==> config.mk <==
export PLATFORM = sky130hd
export DESIGN_NAME = counter_job_arbiter
export DESIGN_NICKNAME = d
export VERILOG_FILES = /design/src/rtl/counter_ctrl_pkg.sv /design/src/rtl/rr_arbiter2.sv /design/src/rtl/counter_job_arbiter.sv
export SDC_FILE = /design/constraint.sdc
export NUM_CORES = 1
export LEC_CHECK = 0
export CAP_MARGIN = 15
export CORE_UTILIZATION = 47
export CTS_BUF_LIST = sky130_fd_sc_hd__clkbuf_8 sky130_fd_sc_hd__clkbuf_16
export DETAILED_ROUTE_END_ITERATION = 8
export GPL_ROUTABILITY_DRIVEN = 0
export GPL_TIMING_DRIVEN = 0
export PLACE_DENSITY = 0.76
export SKIP_LAST_GASP = 1
export SLEW_MARGIN = 5
export SYNTH_ARGS = -nofsm -noshare
export SYNTH_HDL_FRONTEND = slang
export SYNTH_HIERARCHICAL = 1
export SYNTH_SLANG_ARGS = --single-unit
==> constraint.sdc <==
create_clock -name clk -period 2.3 [get_ports clk]
set_input_delay 0.23 -clock clk [delete_from_list [all_inputs] [get_ports clk]]
set_output_delay 0.23 -clock clk [all_outputs]
set_load 0.005 [all_outputs]
==> src/rtl/counter_ctrl_pkg.sv <==
`default_nettype none
// ============================================================================
// counter_ctrl_pkg : shared mode codes, FSM encoding and helpers for the
//                    counter job arbiter.   rev 1.0
// ============================================================================
package counter_ctrl_pkg;

  localparam int LEN_W_DEF = 4;

  localparam logic [1:0] MODE_UP   = 2'b00;
  localparam logic [1:0] MODE_DN   = 2'b01;
  localparam logic [1:0] MODE_DN3  = 2'b10;
  localparam logic [1:0] MODE_LOAD = 2'b11;

  typedef enum logic [1:0] {
    S_IDLE = 2'd0,
    S_LOAD = 2'd1,
    S_RUN  = 2'd2,
    S_DONE = 2'd3
  } state_t;

  function automatic logic [3:0] sat_inc4(input logic [3:0] v, input logic en);
    return (en && (v != 4'hF)) ? v + 4'd1 : v;
  endfunction

endpackage
`default_nettype wire

==> src/rtl/rr_arbiter2.sv <==
`default_nettype none
// ============================================================================
// rr_arbiter2 : two-way round-robin picker; pointer moves to the loser of the
//               finished job on each advance strobe.   rev 1.0
// ============================================================================
module rr_arbiter2 (
  input  logic       clk,
  input  logic       reset,
  input  logic [1:0] req,
  input  logic       advance,
  input  logic       adv_winner,
  output logic       winner,
  output logic       any
);

  logic ptr;

  always_ff @(posedge clk) begin
    if (reset) begin
      ptr <= 1'b0;
    end else if (advance) begin
      ptr <= ~adv_winner;
    end
  end

  // Pointer only matters on a tie; otherwise the lone requester wins.
  assign winner = (req == 2'b11) ? ptr : req[1];
  assign any    = |req;

endmodule
`default_nettype wire

==> src/rtl/counter_job_arbiter.sv <==
`default_nettype none
// ============================================================================
// counter_job_arbiter : shares one 4-bit mode counter between two job
//                       requesters (load, run len cycles, report).   rev 1.0
// ============================================================================
module counter_job_arbiter
  import counter_ctrl_pkg::*;
#(
  parameter int LEN_W = LEN_W_DEF
) (
  input  logic             clk,
  input  logic             reset,
  input  logic             req0,
  input  logic             req1,
  input  logic [1:0]       mode0,
  input  logic [1:0]       mode1,
  input  logic [3:0]       D0,
  input  logic [3:0]       D1,
  input  logic [LEN_W-1:0] len0,
  input  logic [LEN_W-1:0] len1,
  output logic             grant0,
  output logic             grant1,
  output logic             done0,
  output logic             done1,
  output logic [3:0]       result_Q,
  output logic [3:0]       rco_count,
  output logic             err,
  output logic             cnt_enable,
  output logic [1:0]       cnt_mode,
  output logic [3:0]       cnt_D,
  input  logic [3:0]       cnt_Q,
  input  logic             cnt_rco,
  input  logic             cnt_load
);

  state_t           state, next_state;
  logic             owner, next_owner, owner_req, advance;
  logic             arb_winner, arb_any;
  logic [1:0]       job_mode, sel_mode;
  logic [3:0]       sel_d;
  logic [LEN_W-1:0] job_len, sel_len, len_cnt;
  logic [3:0]       rco_acc;
  logic             chk_pending, err_r;

  rr_arbiter2 u_arb (
    .clk        (clk),
    .reset      (reset),
    .req        ({req1, req0}),
    .advance    (advance),
    .adv_winner (owner),
    .winner     (arb_winner),
    .any        (arb_any)
  );

  assign sel_mode  = arb_winner ? mode1 : mode0;
  assign sel_d     = arb_winner ? D1    : D0;
  assign sel_len   = arb_winner ? len1  : len0;
  assign owner_req = owner ? req1 : req0;

  always_comb begin
    next_state = state;
    next_owner = owner;
    advance    = 1'b0;
    case (state)
      S_IDLE: begin
        if (arb_any) begin
          next_state = S_LOAD;
          next_owner = arb_winner;
        end
      end
      S_LOAD: begin
        if (!owner_req) begin
          next_state = S_IDLE;
          advance    = 1'b1;
        end else if (job_len == '0) begin
          next_state = S_DONE;
        end else begin
          next_state = S_RUN;
        end
      end
      S_RUN: begin
        if (!owner_req) begin
          next_state = S_IDLE;
          advance    = 1'b1;
        end else if (len_cnt == LEN_W'(1)) begin
          next_state = S_DONE;
        end
      end
      S_DONE: begin
        next_state = S_IDLE;
        advance    = 1'b1;
      end
      default: next_state = S_IDLE;
    endcase
  end

  always_ff @(posedge clk) begin
    if (reset) begin
      state       <= S_IDLE;
      owner       <= 1'b0;
      job_mode    <= MODE_UP;
      job_len     <= '0;
      len_cnt     <= '0;
      rco_acc     <= 4'd0;
      chk_pending <= 1'b0;
      err_r       <= 1'b0;
      grant0      <= 1'b0;
      grant1      <= 1'b0;
      done0       <= 1'b0;
      done1       <= 1'b0;
      result_Q    <= 4'd0;
      rco_count   <= 4'd0;
      cnt_enable  <= 1'b0;
      cnt_mode    <= MODE_UP;
      cnt_D       <= 4'd0;
    end else begin
      state       <= next_state;
      owner       <= next_owner;
      chk_pending <= (state == S_LOAD);

      if (state == S_IDLE && arb_any) begin
        job_mode <= sel_mode;
        job_len  <= sel_len;
        cnt_D    <= sel_d;
      end

      if (state == S_LOAD) begin
        len_cnt <= job_len;
      end else if (state == S_RUN) begin
        len_cnt <= len_cnt - LEN_W'(1);
      end

      if (state == S_IDLE) begin
        rco_acc <= 4'd0;
        err_r   <= (sel_mode == MODE_LOAD);
      end else begin
        if (state == S_RUN) begin
          rco_acc <= sat_inc4(rco_acc, cnt_rco);
        end
        if (chk_pending && !cnt_load) begin
          err_r <= 1'b1;
        end
      end

      // The DONE-cycle rco still belongs to the job, so fold it in here.
      if (state == S_DONE) begin
        result_Q  <= cnt_Q;
        rco_count <= sat_inc4(rco_acc, cnt_rco);
      end

      grant0     <= (next_state != S_IDLE) && !next_owner;
      grant1     <= (next_state != S_IDLE) &&  next_owner;
      done0      <= (next_state == S_DONE) && !next_owner;
      done1      <= (next_state == S_DONE) &&  next_owner;
      cnt_enable <= (next_state == S_LOAD) ||
                    ((next_state == S_RUN) && (job_mode != MODE_LOAD));
      if (next_state == S_LOAD) begin
        cnt_mode <= MODE_LOAD;
      end else if (next_state == S_RUN && job_mode != MODE_LOAD) begin
        cnt_mode <= job_mode;
      end else begin
        cnt_mode <= MODE_UP;
      end
    end
  end

  // A zero-length job reaches DONE in the load-check cycle, so cnt_load is
  // folded in directly there instead of through err_r.
  assign err = (state == S_DONE) && (err_r || (chk_pending && !cnt_load));

endmodule
`default_nettype wire

## Word level (Yosys, flattened, before mapping)

Cells that the tools add are included.

- Bits in registers: 39
- Bits of input ports: 30
- Output and inout bits: 20
- Word-level logic and storage cells: 75

- Add/sub/neg operators: 2
- Eq/ne operators: 11
- Multiplexer cells: 22
- Bitwise gates (word level): 1
- Reductions and logical operators: 21

Operator list:

| kind | count |
|---|---|
| 2-to-1 mux 4 bit | 5 |
| 2-to-1 mux 2 bit | 7 |
| equality test 2 bit (second input constant) | 6 |
| logical AND 1 bit | 9 |
| 2-to-1 mux 1 bit | 8 |
| one-hot mux 2 bit (4 select lines) | 1 |
| nonzero test 2 bit | 3 |
| OR reduction 2 bit | 3 |
| adder 4 x 1 -> 4 bit (second input constant) | 1 |
| equality test 2 x 1 -> 1 bit (second input constant) | 2 |
| equality test 4 x 1 -> 1 bit (second input constant) | 1 |
| logical NOT 4 bit | 1 |
| inequality test 4 bit (second input constant) | 1 |
| subtractor 4 x 1 -> 4 bit (second input constant) | 1 |
| logical NOT 1 bit | 2 |
| logical NOT 2 bit | 1 |
| logical OR 1 bit | 2 |
| inequality test 2 bit (second input constant) | 1 |
| one-hot mux 1 bit (2 select lines) | 1 |
| inverter 1 bit | 1 |

## Longest topological paths before layout

Gate-level depths: netlist of run 1.

- Word-level depth: 8
- Gate-level depth with buffers: 8
- Mapped depth without buffers: 7

## Modules after synthesis

The synthesis of run 1 kept the hierarchy.

By module, submodules not included:

| module | times used | cells an instance | area each (um^2) | sequential area each (um^2) |
|---|---|---|---|---|
| counter_job_arbiter | 1 | 183 | 1761.7 | 760.7 |
| rr_arbiter2 | 1 | 6 | 53.8 | 20.0 |

## Least setup slack after synthesis of run 1

OpenSTA, ideal clock, no wires.

- Path kind: reg2reg
- Start: reg state[0]
- End: reg cnt_enable
- Library setup time: 0.121 ns
- Arrival: 1.676 ns
- Data required time: 2.179 ns
- Setup slack: 0.503 ns
- Stages on the path, launching flop included: 7
- Path buffers: 0
- Period minus slack after synthesis: 1.797 ns
- Cells stage by stage: dfxtp_1 inv_1 ha_1 nor4bb_4 a211o_2 a21oi_4 mux2_2

- Word-level cells in the longest chain between the ends: 6
- Elaborated cells on any way between the ends: 12
- Classes of those cells: eq/ne (5); mux (4); reduce/logical (3)

RTL lines:

| item | line | text |
|---|---|---|
| start: declaration | counter_job_arbiter.sv:36 | `state_t state, next_state;` |
| start signal: assignment | counter_job_arbiter.sv:117 | `state <= next_state;` |
| 2-to-1 mux 2 bit | counter_job_arbiter.sv:85 | `end else if (len_cnt == LEN_W'(1)) begin` |
| 2-to-1 mux 2 bit | counter_job_arbiter.sv:82 | `if (!owner_req) begin` |
| one-hot mux 2 bit (4 select lines) * | counter_job_arbiter.sv:64 | `case (state)` |
| equality test 2 bit | counter_job_arbiter.sv:156 | `((next_state == S_RUN) && (job_mode != MODE_LOAD));` |
| logical AND 1 bit | counter_job_arbiter.sv:156 |  |
| logical OR 1 bit * | counter_job_arbiter.sv:155 | `cnt_enable <= (next_state == S_LOAD) \|\|` |
| end signal: assignment | counter_job_arbiter.sv:155 |  |
| end: declaration | counter_job_arbiter.sv:28 | `output logic cnt_enable,` |

Every way passes the cells marked *; elsewhere a longest branch is shown, timed or not.
A chain may end at the register's enable or synchronous reset.

## Worst setup path in the final report of run 1

- Start: reg state[0]
- End: out err

- Word-level cells in the longest chain between the ends: 2

RTL lines:

| item | line | text |
|---|---|---|
| equality test 2 bit | counter_job_arbiter.sv:169 | `assign err = (state == S_DONE) && (err_r \|\| (chk_pending && !cnt_load));` |
| logical AND 1 bit | counter_job_arbiter.sv:169 |  |
| end: declaration | counter_job_arbiter.sv:27 | `output logic err,` |

Every way passes these cells.

==> results of run 1 <==
metrics by stage:
step,utilization [%],hold slack (ns)
2_1_floorplan,-,0.303
3_3_place_gp,64.1,0.473
3_5_place_dp,64.1,0.480
4_1_cts,66.4,0.492
5_1_grt,66.4,0.520
6_report,66.4,0.492
power by group through the flow:
stage	Combinational (µW)	Clock, µW	Sequential, µW
after floorplan	188	0	769
after global placement	311	0	774
after detailed placement	318	0	775
after CTS	319	456	760
after global routing	349	486	766
final	315	437	760
critical path: stages (launching register included):
cell	delay, ns
dfxtp_1	0.41
ha_2	0.43
o21a_1	0.18
clkdlybuf4s50_1	0.50
logic make-up after synthesis:
kind of cell,Yosys count,share of synthesized area [%]
AND/OR/NAND/NOR,60,16.7
AO/OA/AOI/OAI,39,17.0
flip-flops,39,43.0
multiplexers,21,11.8
buffers and inverters,17,3.72
adder cells (fa/ha/maj),7,4.82
XOR/XNOR,6,2.89
worst max path at each step:
stage	startpoint	depth (start not counted)	endpoint	slack, ns
after floorplan	state[0]	6	cnt_enable	0.50
after global placement	state[0]	4	err	0.09
after detailed placement	state[0]	4	err	0.1
after CTS	state[1]	3	err	0.03
after global routing	state[0]	6	cnt_enable	0.17
final	state[0]	3	err	0.26
final cells by class:
| type | instances | area share, % |
|---|---|---|
| Multi-Input combinational cell | 133 | 39.6 |
| Sequential cell | 39 | 31.9 |
| Timing Repair Buffer | 49 | 20.0 |
| Clock buffer | 5 | 2.81 |
| Tap cell | 48 | 2.45 |
| Buffer | 10 | 1.69 |
| Inverter | 6 | 0.919 |
| Clock inverter | 3 | 0.664 |
metal layers:
layer	vias up	GRT usage, %	wire length, µm
li1	776	-	-
met1	678	25.5	1770
met2	46	34.0	1730
met3	6	5.36	197
met4	0	6.67	43
met5	-	0	0
cells in the mapped netlist, types with 2 or more instances:
| cell type | instances |
|---|---|
| mux2i_1 | 18 |
| a21boi_0 | 2 |
| ha_1 | 7 |
| a21oi_4 | 2 |
| a21oi_1 | 4 |
| a22oi_1 | 2 |
| a211oi_1 | 16 |
| buf_2 | 3 |
| nor2b_1 | 3 |
| nor2_1 | 30 |
| a22o_1 | 2 |
| nand2_1 | 6 |
| nor4b_1 | 2 |
| dfxtp_1 | 39 |
| mux2_2 | 3 |
| clkbuf_1 | 7 |
| xor2_1 | 5 |
| nor4_1 | 2 |
| nand3_1 | 2 |
| nor3_1 | 7 |
| o21a_1 | 2 |
| o21ai_0 | 3 |
| inv_1 | 6 |
| nand2b_1 | 2 |
state kept, by name, summed over array words and instances, names as in the netlist:
name         flops
chk_pending      1
cnt_D            4
cnt_enable       1
cnt_mode         2
done0            1
done1            1
err_r            1
grant0           1
grant1           1
job_len          4
job_mode         2
len_cnt          4
owner            1
rco_acc          4
rco_count        4
result_Q         4
state            2
u_arb/ptr        1
timing repair:
item	4_1_cts	5_1_grt
endpoints found under the setup margin	1	1
hold buffers	0	0
gates cloned	0	0
gates resized for setup	0	1
pin swaps	0	0
==> results.md, run 1 <==
- Dominant cells by area after synthesis: dfxtp_1, mux2i_1, a211oi_1
- Fraction of registers with async set/reset: 0%
- Post-synth top area share: between 40% and 50%
- Mean Syn Cell Area: approximately 9.6 µm²
- Placed Area: around 0.0024 mm²
- Comb pwr share: about a fifth
- Synth area leader: dfxtp_1
- Post-DP HPWL: 2890 µm
- Clk sinks: 39
- Most common cell after layout, fill and taps aside: clkdlybuf4s50_1
- Switching portion of total power: a little over a quarter
- Global route overflow: 0
- Hold Path Origin: rco_count[1]
- Worst Tran Pin Value: 0.496 ns
- Setup tns final: 0 ns
- Total Power: 1510 µW
- Post-Synthesis Cells: roughly 190
- H-tree levels: 2
- Register area: about 780 µm²
- Die Span X: between 60 and 70 µm
- Hold crit path type: flop to flop
- Period utilization: 88.6%
- DRC viols: 0
- Proportion of power drawn by the clock network: around 29%
- Worst R2R Setup Slack: slightly below 0.3 ns
- Outcome: completed
- Vias: around 1500
- Fmax: approximately 0.5 GHz
- Final Hold Viols: 0
- Slew headroom: 66.9%
- DRT antenna net count: 0
- Crit Path Max Fanout: 14
- Final count of pins violating max slew: 0
- Setup CP Type: flop to primary output
- Setup bufs post-CTS: 0
- CP Data Required Time: between 2 and 2.5 ns
- Max Root-Sink Buffers: 2
- Pwr per Cell Area: just over 600 mW/mm²
- Setup violators final: 0
- Global-route wire length before repair: approximately 6400 µm
- Capture point of the worst reg-to-reg path: cnt_enable
- 1st-iter DRT viols: 40
- Share of layout cells above drive strength 1: 8.57%
- Worst Hold Depth: 2
- Post-route cell area: 0.00245 mm²
- CTS tree: done
- CTS Root Cell: clkbuf_8
- Nets: 281
- YS warnings: 6
- Dpl cells: around 290
- Chip Height: roughly 64 µm
- Num rows: 22
- Psw: between 400 and 500 µW
- Core area: between 0.003 and 0.004 mm²
- Multi-input gate area: 970 µm²
- Reg clk slew, reported paths: about 0.070 ns
- RSZ-0062 raised after global routing: false
- TritonRoute pass-1 iters: 4
- Max-cap check violation count: 0
- Yosys reg bits: 39
- Fin worst setup slack: 0.261 ns
- Wire per inst: approximately 13 µm
- IO Pins: 50
- Crit. End Element: primary output
- Setup WS pre-CTS: around 0.098 ns
- Worst-skew pair later-pin latency: ~0.29 ns
- CP Data Arrival Time: about 1.8 ns
- EDFF count, synth: 0
- Syn nets: 226
- Initial antenna violation count: 0
- Cts bufs inserted: 5
- N_diodes: 0
- Worst Hold Path EP: rco_count[1]
- Reg power frac: about half
- Main synth FF type: dfxtp_1
- Worst-case reg-to-reg path depth: 6
- VDD IR max: 421 µV
- Yosys cell types: 38
- Port Buffers: between 40 and 50
- Min cycle time layout: 2.04 ns
- Reg-to-reg startpoint: state[0]
- Vias in the first global route: approximately 1400
- Post-route insts no fill: 293
- Initial Util: around half
- # fillers: between 300 and 400
- Die ar.: approximately 0.0041 mm²
- Overall routing resource usage: roughly a fifth
- P_leak: 0.000902 µW
- Int Pwr: 1100 µW
- CP startpoint kind: flop
- Area grow syn2layout: 34.9%
- Routed wire length: 3740 µm
- Setup Skew: 0.00534 ns
- Post-synthesis sequential area ratio: between 40% and 50%
- Via density: 5.14
- Commonest non-fill, non-tap cells in the layout: clkdlybuf4s50_1, dfxtp_1, nor2_1, mux2i_1, a211oi_1
- Mapped Area: roughly 0.0018 mm²
- Pin count of the biggest net entering global routing: 15
(Power assumes the default switching activity.)
==> run 2: changes to the inputs <==
Settings changed: SETUP_SLACK_MARGIN from default to 0.15.
==> run 2 against run 1 <==
  * Clock skew about the same
  * Sequential cell count unchanged
  * Fmax decreased by 1.4%
  * Core utilization increased by 0.51 points
  * First-iteration DRC count increased by 10%
  * Clock power about the same
  * Highest routed layer unchanged
  * Non-clock buffer count increased by 1
==> results.md, run 2 (synthesized netlist as in run 1, its figures left out) <==
- Worst-skew pair later-pin latency: 0.29 ns (about the same)
- Commonest non-fill, non-tap cells in the layout: clkdlybuf4s50_1, dfxtp_1, nor2_1, mux2i_1, a211oi_1 (unchanged)
- Chip Height: 64.2 µm (unchanged)
- DRT antenna net count: 0 (unchanged)
- Fmax: 0.484 GHz (was 0.491 GHz)
- IO Pins: 50 (unchanged)
- CP Data Arrival Time: 1.84 ns (was 1.81 ns)
- Hold crit path type: flop to flop (unchanged)
- Most common cell after layout, fill and taps aside: clkdlybuf4s50_1 (unchanged)
- Total Power: 1520 µW (was 1510 µW)
- CP peak stage delay: 0.50 ns (about the same)
- # fillers: 316 (was 320)
- Num rows: 22 (unchanged)
- Port Buffers: 49 (unchanged)
- CTS Root Cell: clkbuf_8 (unchanged)
- Slowest stage cell, crit path: clkdlybuf4s50_1 (unchanged)
- Max-cap check violation count: 0 (unchanged)
- Placed Area: 0.00237 mm² (unchanged)
- Die Span X: 64.2 µm (unchanged)
- Post-DP HPWL: 2890 µm (unchanged)
- CP startpoint kind: flop (unchanged)
- Final count of pins violating max slew: 0 (unchanged)
- Worst Tran Pin Value: 0.491 ns (was 0.496 ns)
- Cts bufs inserted: 5 (unchanged)
- Setup tns final: 0 ns (unchanged)
- Pwr per Cell Area: 614 mW/mm² (was 617 mW/mm²)
- Pin count of the biggest net entering global routing: 13 (was 15)
- Overall routing resource usage: 20.9% (was 20.4%)
- Reg clk slew, reported paths: 0.08 ns (was 0.07 ns)
- Outcome: completed (unchanged)
- Slew headroom: 67.3% (was 66.9%)
- Crit Path Max Fanout: 10 (was 14)
- Share of layout cells above drive strength 1: 9.35% (was 8.57%)
- Post-route cell area: 0.00247 mm² (was 0.00245 mm²)
- Max Root-Sink Buffers: 2 (unchanged)
- Setup violators final: 0 (unchanged)
- Clk sinks: 39 (unchanged)
- Vias: 1518 (was 1506)
- Final Hold Viols: 0 (unchanged)
- Global-route wire length before repair: 6540 µm (was 6420 µm)
- Global route overflow: 0 (unchanged)
- Top Family by Delay on Critical Path: buffers and inverters (unchanged)
- Period utilization: 89.9% (was 88.6%)
- Min cycle time layout: 2.07 ns (was 2.04 ns)
- 1st-iter DRT viols: 44 (was 40)
- Initial antenna violation count: 0 (unchanged)
- H-tree levels: 2 (unchanged)
- CTS tree: done (unchanged)
- Die ar.: 0.00412 mm² (unchanged)
- Area grow syn2layout: 36.0% (was 34.9%)
- CP Cell Sequence: ha_4 > clkbuf_4 > o21a_1 > clkdlybuf4s50_1 (was ha_2 > o21a_1 > clkdlybuf4s50_1)
- Initial Util: 49.2% (unchanged)
- RSZ-0062 raised after global routing: false (unchanged)
- Crit. End Element: primary output (unchanged)
- Vias in the first global route: 1464 (was 1449)
- VDD IR max: 414 µV (was 421 µV)
- Via density: 5.16 (was 5.14)
- CTS Hold Buffers Added: 0 (unchanged)
- Setup CP Type: flop to primary output (unchanged)
- Setup Skew: 0.00578 ns (was 0.00534 ns)
- P_leak: 0.000908 µW (was 0.000902 µW)
- Nets: 282 (was 281)
- Routed wire length: 3850 µm (was 3740 µm)
- DRC viols: 0 (unchanged)
- Wire per inst: 13.1 µm (was 12.8 µm)
- Buffers and inverters on the worst path: 2 (was 1)
- CP Data Required Time: 2.07 ns (about the same)
- Core area: 0.00369 mm² (unchanged)
- N_diodes: 0 (unchanged)
- Worst R2R Setup Slack: 0.30 ns (was 0.29 ns)
- TritonRoute pass-1 iters: 4 (unchanged)
## run 2: report_power, final
part	leakage [µW]	internal, µW	total (µW)	switching, µW
registers	0.000320	725	762	36.9
clock network	0.0000453	207	438	230
logic	0.000543	171	316	145
## run 2: worst min-delay path, cell delays in order (launching register included)
cell and delay, ns:
dfxtp_1 0.32, nor2_1 0.08, a211oi_1 0.05
## run 2: layout make-up
| cell class | count | area [µm²] | area share, % |
|---|---|---|---|
| Buffer | 11 | 48.8 | 1.98 |
| Clock buffer | 5 | 68.8 | 2.79 |
| Clock inverter | 3 | 16.3 | 0.659 |
| Inverter | 6 | 22.5 | 0.912 |
| Multi-Input combinational cell | 133 | 980 | 39.7 |
| Sequential cell | 39 | 782 | 31.7 |
| Tap cell | 48 | 60.1 | 2.43 |
| Timing Repair Buffer | 49 | 490 | 19.9 |
## run 2: metrics by stage
stage	hold slack, ns	utilization [%]	instances	setup slack (ns)
2_1_floorplan	0.303	-	189	0.503
3_3_place_gp	0.473	64.1	286	0.0889
3_5_place_dp	0.480	64.1	286	0.0977
4_1_cts	0.492	66.9	294	0.197
5_1_grt	0.520	66.9	294	0.184
6_report	0.491	66.9	294	0.233
## run 2: worst paths after layout
| check | startpoint | end | cells after the start |
|---|---|---|---|
| setup / recovery | state[1] | err | 4 |
| hold / removal | rco_count[1] | rco_count[1] | 2 |
| setup reg to reg | state[0] | cnt_enable | 6 |
| hold reg to reg | rco_count[1] | rco_count[1] | 2 |
## run 2: per-layer routing
layer	GRT usage, %	share of wire [%]
met3	5.36	5.3
met4	6.67	1.1
met2	35.0	47
met5	0	0
met1	26.1	47
## run 2: timing repair
action | CTS | global route
setup endpoints to repair | 1 | 4
resized for setup | 4 | 1
pin swaps | 0 | 0
setup buffers | 0 | 0
==> variant 1, RTL diff (config.mk and constraints of run 2) <==
The 4 states of `state_t` get a one-hot encoding in 4 bits.
--- a/src/rtl/counter_ctrl_pkg.sv
+++ b/src/rtl/counter_ctrl_pkg.sv
@@ -14,7 +14,7 @@
 
-  typedef enum logic [1:0] {
-    S_IDLE = 2'd0,
-    S_LOAD = 2'd1,
-    S_RUN  = 2'd2,
-    S_DONE = 2'd3
+  typedef enum logic [3:0] {
+    S_IDLE = 4'b0001,
+    S_LOAD = 4'b0010,
+    S_RUN  = 4'b0100,
+    S_DONE = 4'b1000
   } state_t;
Formal check against the unedited RTL: same outputs for any inputs over 10 cycles, from zero or initial values and one cycle with reset high; not proved beyond that.
==> variant 1 against run 2 <==
Design area is 5.0% higher. Setup slack gained 0.16 ns. Largest cell class unchanged. Non-clock buffer count is 5 higher. Critical path type is now input port to flip-flop. Largest power group unchanged. Power grew 2.2%. Sequential cell count grew 2. Count of clock-buffer cells in the layout is the same. Area after synthesis is 6.0% higher. Critical path depth increased by 2. Wire length grew 11%. Die area rose by 5.8%. Register-to-register slack gained 0.22 ns. Utilization is 1.3 points higher.
==> variant 1: results (changes against run 2) <==
stage,metric,value,unit,change
worst_setup_path,worst r2r src,u_arb/ptr,,was state[0]
synth,Post-synth ARST share,0,%,unchanged
layout,fillcell total,316,,unchanged
synth,mux contribution to synthesized area,8.84,%,was 11.8%
hold_path,worst hold start,rco_count[2],,was rco_count[1]
synth,post-synthesis cell type count,45,,was 38
place,DP HPWL,3060,µm,was 2890 µm
hold_path,Hold Crit Endpoint,rco_count[2],,was rco_count[1]
layout,# nets final,299,,was 282
pwr,Peak VDD IR,0.305,mV,was 0.414 mV
worst_setup_path,CP Launch Point,req1,,was state[1]
clocking,Max H-tree Level,2,,unchanged
detailed_routing,drt total wl,4280,µm,was 3850 µm
sta,Hold Worst Slack,0.498,ns,was 0.491 ns
pwr,Leakage,0.000976,µW,was 0.000908 µW
synth,Synth Area in Compound Gates,17.0,%,about the same
layout,ratio of cells with drive above 1 in the final layout,12.0,%,was 9.35%
hold_path,min-delay worst type,flip-flop to flip-flop,,unchanged
synth,commonest cells in the synthesized netlist,"41 x dfxtp_1, 32 x nor2_1, 17 x mux2i_1, 13 x a211oi_1, 12 x nand2_1",,"was 39 x dfxtp_1, 30 x nor2_1, 18 x mux2i_1, 16 x a211oi_1"
global_routing,first-pass GRT wire length,7200,µm,was 6540 µm
worst_setup_path,internal reg-to-reg setup slack,0.52,ns,was 0.30 ns
worst_setup_path,Worst setup endpoint,err_r,,was err
clocking,root buffer cell,clkbuf_8,,unchanged
clocking,Num CTS Buffers,5,,unchanged
clocking,setup repair bufs after CTS,2,,was 0
global_routing,Total Routing Usage GR,22.1,%,was 20.9%
detailed_routing,DRT iter0 DRCs,129,,was 44
worst_setup_path,Reg2Reg Depth,6,,unchanged
detailed_routing,via density per instance,5.25,,was 5.16
sta,clock skew,0.00775,ns,was 0.00578 ns
synth,Post-Syn Nets,241,,was 226
sta,max_slew headroom,61.4,%,was 67.3%
synth,Post-Synth Adder-Cell Area,1.95,%,was 4.82%
global_routing,largest net degree at the start of global routing,14,,was 13
synth,"top cells by area, synth","dfxtp_1 43%, mux2i_1 8.8%, nor2_1 6.2%",,"was dfxtp_1 43%, mux2i_1 9.9%, a211oi_1 6.6%"
global_routing,antenna violations before repair,0,,unchanged
outcome,run status,"complete, no violations",,unchanged
synth,post-synthesis xor/xnor area fraction,1.82,%,was 2.89%
clocking,Post-CTS Resized,5,,was 4
place,port bufs,49,,unchanged
synth,sequential area share after synthesis,42.7,%,was 43.0%
global_routing,vias in the first global route,1563,,"was 1,464"
synth,synth warn,6,,unchanged
worst_setup_path,data arrival time of the worst path,2.11,ns,was 1.84 ns
==> variant 1: changes by cell type after synthesis, moves of 3 or more <==
cell             run 2  this run
a21oi_1              4        11
nor3_1               7         3
ha_1                 7         3
nand3_1              2         5
clkbuf_1             7         3
buf_2                3         6
nand2_1              6        12
a211oi_1            16        13
mux2_2               3         0
==> variant 1: area by class of cell <==
class / instances / share of cell area [%]
Multi-Input combinational cell: 146 / 38.9
Sequential cell: 41 / 31.7
Timing Repair Buffer: 51 / 19.5
Buffer: 14 / 3.28
Clock buffer: 5 / 2.66
Tap cell: 48 / 2.32
Inverter: 7 / 1.01
Clock inverter: 3 / 0.676
==> variant 1: worst reg2reg max path, stage by stage, from the launching register on <==
cell	delay, ns
dfxtp_1	0.33
inv_1	0.04
a21boi_0	0.13
buf_2	0.23
buf_1	0.48
a31oi_1	0.22
a211oi_1	0.26
==> variant 1: routing by layer <==
metal	vias to the layer above	share of wire, %	global-route usage, %
li1	853	-	-
met1	750	49	28.7
met2	41	44	34.1
met3	10	4.4	6.72
met4	0	2.0	8.78
met5	-	0	0
==> variant 1: metrics by stage <==
| step | cell area (µm²) | worst slack, ns | utilization, % | total power [µW] | cells |
|---|---|---|---|---|---|
| 6_report | 2590 | 0.397 | 68.2 | 1550 | 315 |
| 5_1_grt | 2590 | 0.251 | 68.2 | 1630 | 315 |
| 4_1_cts | 2590 | 0.410 | 68.2 | 1560 | 315 |
| 3_5_place_dp | 2470 | 0.113 | 65.2 | 1100 | 305 |
| 3_3_place_gp | 2470 | 0.111 | 65.2 | 1100 | 305 |
| 2_1_floorplan | 1920 | 0.804 | - | 968 | 208 |
==> variant 1: power breakdown <==
part	total [µW]	switching (µW)	leakage, µW	internal, µW
combinational	304	141	0.000597	163
clock	461	252	0.0000439	209
sequential	784	28.9	0.000335	755
==> variant 2, RTL diff (settings of run 2) <==
Without the edit above. `LEN_W_DEF`: 4 -> 2.
--- a/src/rtl/counter_ctrl_pkg.sv
+++ b/src/rtl/counter_ctrl_pkg.sv
@@ -7,3 +7,3 @@
 
-  localparam int LEN_W_DEF = 4;
+  localparam int LEN_W_DEF = 2;
 
Interface: changed (resized len0 and len1); port bits go from 50 to 46. No check against the original RTL was run, so the function may have changed too.
==> variant 2 against run 2 <==
Design area is 9.3% lower. Non-clock buffer count is 5 lower. Combinational power fell by 16%. Setup slack better by 0.028 ns. Count of clock-buffer cells in the layout is 2 higher. First-iteration DRC count rose by 16%. Wire length is 5.2% lower. Power shrank 6.9%. Synthesized cell count decreased by 10%. Sequential cell count fell by 4. Area after synthesis down 11%. Critical path type unchanged. Highest routed layer unchanged.
==> variant 2: results (changes against run 2) <==
stage,metric,value,unit,change
place,DP Area,2120,µm²,was 2370 µm²
synth,Post-Synth Adder-Cell Area,4.66,%,was 4.82%
worst_setup_path,Critical-path top delay cell,clkdlybuf4s50_1,,unchanged
synth,Post-Syn Nets,202,,was 226
pwr,clk pwr,472,µW,was 438 µW
synth,commonest cells in the synthesized netlist,"35 x dfxtp_1, 25 x nor2_1, 15 x mux2i_1, 14 x a211oi_1, 9 x clkbuf_1",,"was 39 x dfxtp_1, 30 x nor2_1, 18 x mux2i_1, 16 x a211oi_1"
worst_setup_path,crit-path max FO,10,,unchanged
sta,max_slew headroom,60.9,%,was 67.3%
outcome,run status,"complete, no violations",,unchanged
detailed_routing,via density per instance,5.36,,was 5.16
pwr,switching part of the total,25.2,%,was 27.2%
sta,Tcrit/Tclk final,88.6,%,was 89.9%
pwr,Flop pwr share,47.7,%,was 50.3%
layout,fillcell total,265,,was 316
synth,Mapped Avg Cell Area,9.47,µm²,was 9.61 µm²
pwr,Peak VDD IR,0.502,mV,was 0.414 mV
pwr,Leakage,0.000811,µW,was 0.000908 µW
synth,sequential area share after synthesis,43.5,%,was 43.0%
synth,post-synthesis cell type count,36,,was 38
detailed_routing,drt total wl,3650,µm,was 3850 µm
hold_path,Worst Hold Depth,2,,unchanged
place,port bufs,45,,was 49
hold_path,Hold Crit Endpoint,len_cnt[0],,was rco_count[1]
global_routing,largest net degree at the start of global routing,11,,was 13
global_routing,vias in the first global route,1322,,"was 1,464"
layout,"non-filler cells, final",267,,was 294
place,DP HPWL,2770,µm,was 2890 µm
layout,# nets final,254,,was 282
worst_setup_path,reg2reg end,done1,,was cnt_enable
global_routing,Total Routing Usage GR,21.4,%,was 20.9%
synth,"top cells by area, synth","dfxtp_1 44%, mux2i_1 9.3%, a211oi_1 6.5%",,"was dfxtp_1 43%, mux2i_1 9.9%, a211oi_1 6.6%"
synth,Synth Area in Compound Gates,17.2,%,was 17.0%
detailed_routing,DRT iter0 DRCs,51,,was 44
clocking,Post-CTS Resized,2,,was 4
synth,mux contribution to synthesized area,9.32,%,was 11.8%
synth,post-synthesis xor/xnor area fraction,3.26,%,was 2.89%
sta,clock skew,0.00295,ns,was 0.00578 ns
place,placed cell count,259,,was 286
global_routing,first-pass GRT wire length,5770,µm,was 6540 µm
sta,Hold Worst Slack,0.488,ns,was 0.491 ns
hold_path,worst hold start,len_cnt[0],,was rco_count[1]
layout,ratio of cells with drive above 1 in the final layout,8.97,%,was 9.35%
worst_setup_path,CP Launch Point,state[0],,was state[1]
pwr,Cell Pwr Density,630,nW/µm²,was 614 nW/µm²
place,pre-CTS WS,0.132,ns,was 0.0977 ns
-- variant 2: cell type report --
type	count	area, µm²	share of cell area (%)
Multi-Input combinational cell	119	860	38.4
Sequential cell	35	701	31.3
Timing Repair Buffer	45	450	20.1
Clock buffer	7	96.3	4.30
Tap cell	44	55.1	2.46
Buffer	10	50.0	2.24
Inverter	6	22.5	1.01
Clock inverter	1	3.75	0.168
-- variant 2: layer usage --
metal | GRT usage (%) | share of wire [%] | up-vias | wire length, µm
met5 | 0 | 0 | - | 0
met4 | 7.47 | 1.1 | 0 | 40
met3 | 6.18 | 3.7 | 6 | 134
met2 | 35.6 | 51 | 33 | 1870
met1 | 26.6 | 44 | 680 | 1600
li1 | - | - | 713 | -
-- variant 2: cells by family (layout without fill, tap and decap cells) --
logic type / Yosys count / count (layout)
flops: 35 / 35
mux: 15 / 15
compound gates: 36 / 36
fa+ha+maj: 6 / 6
xor+xnor: 6 / 6
simple gates: 56 / 56
buf+inv: 16 / 69
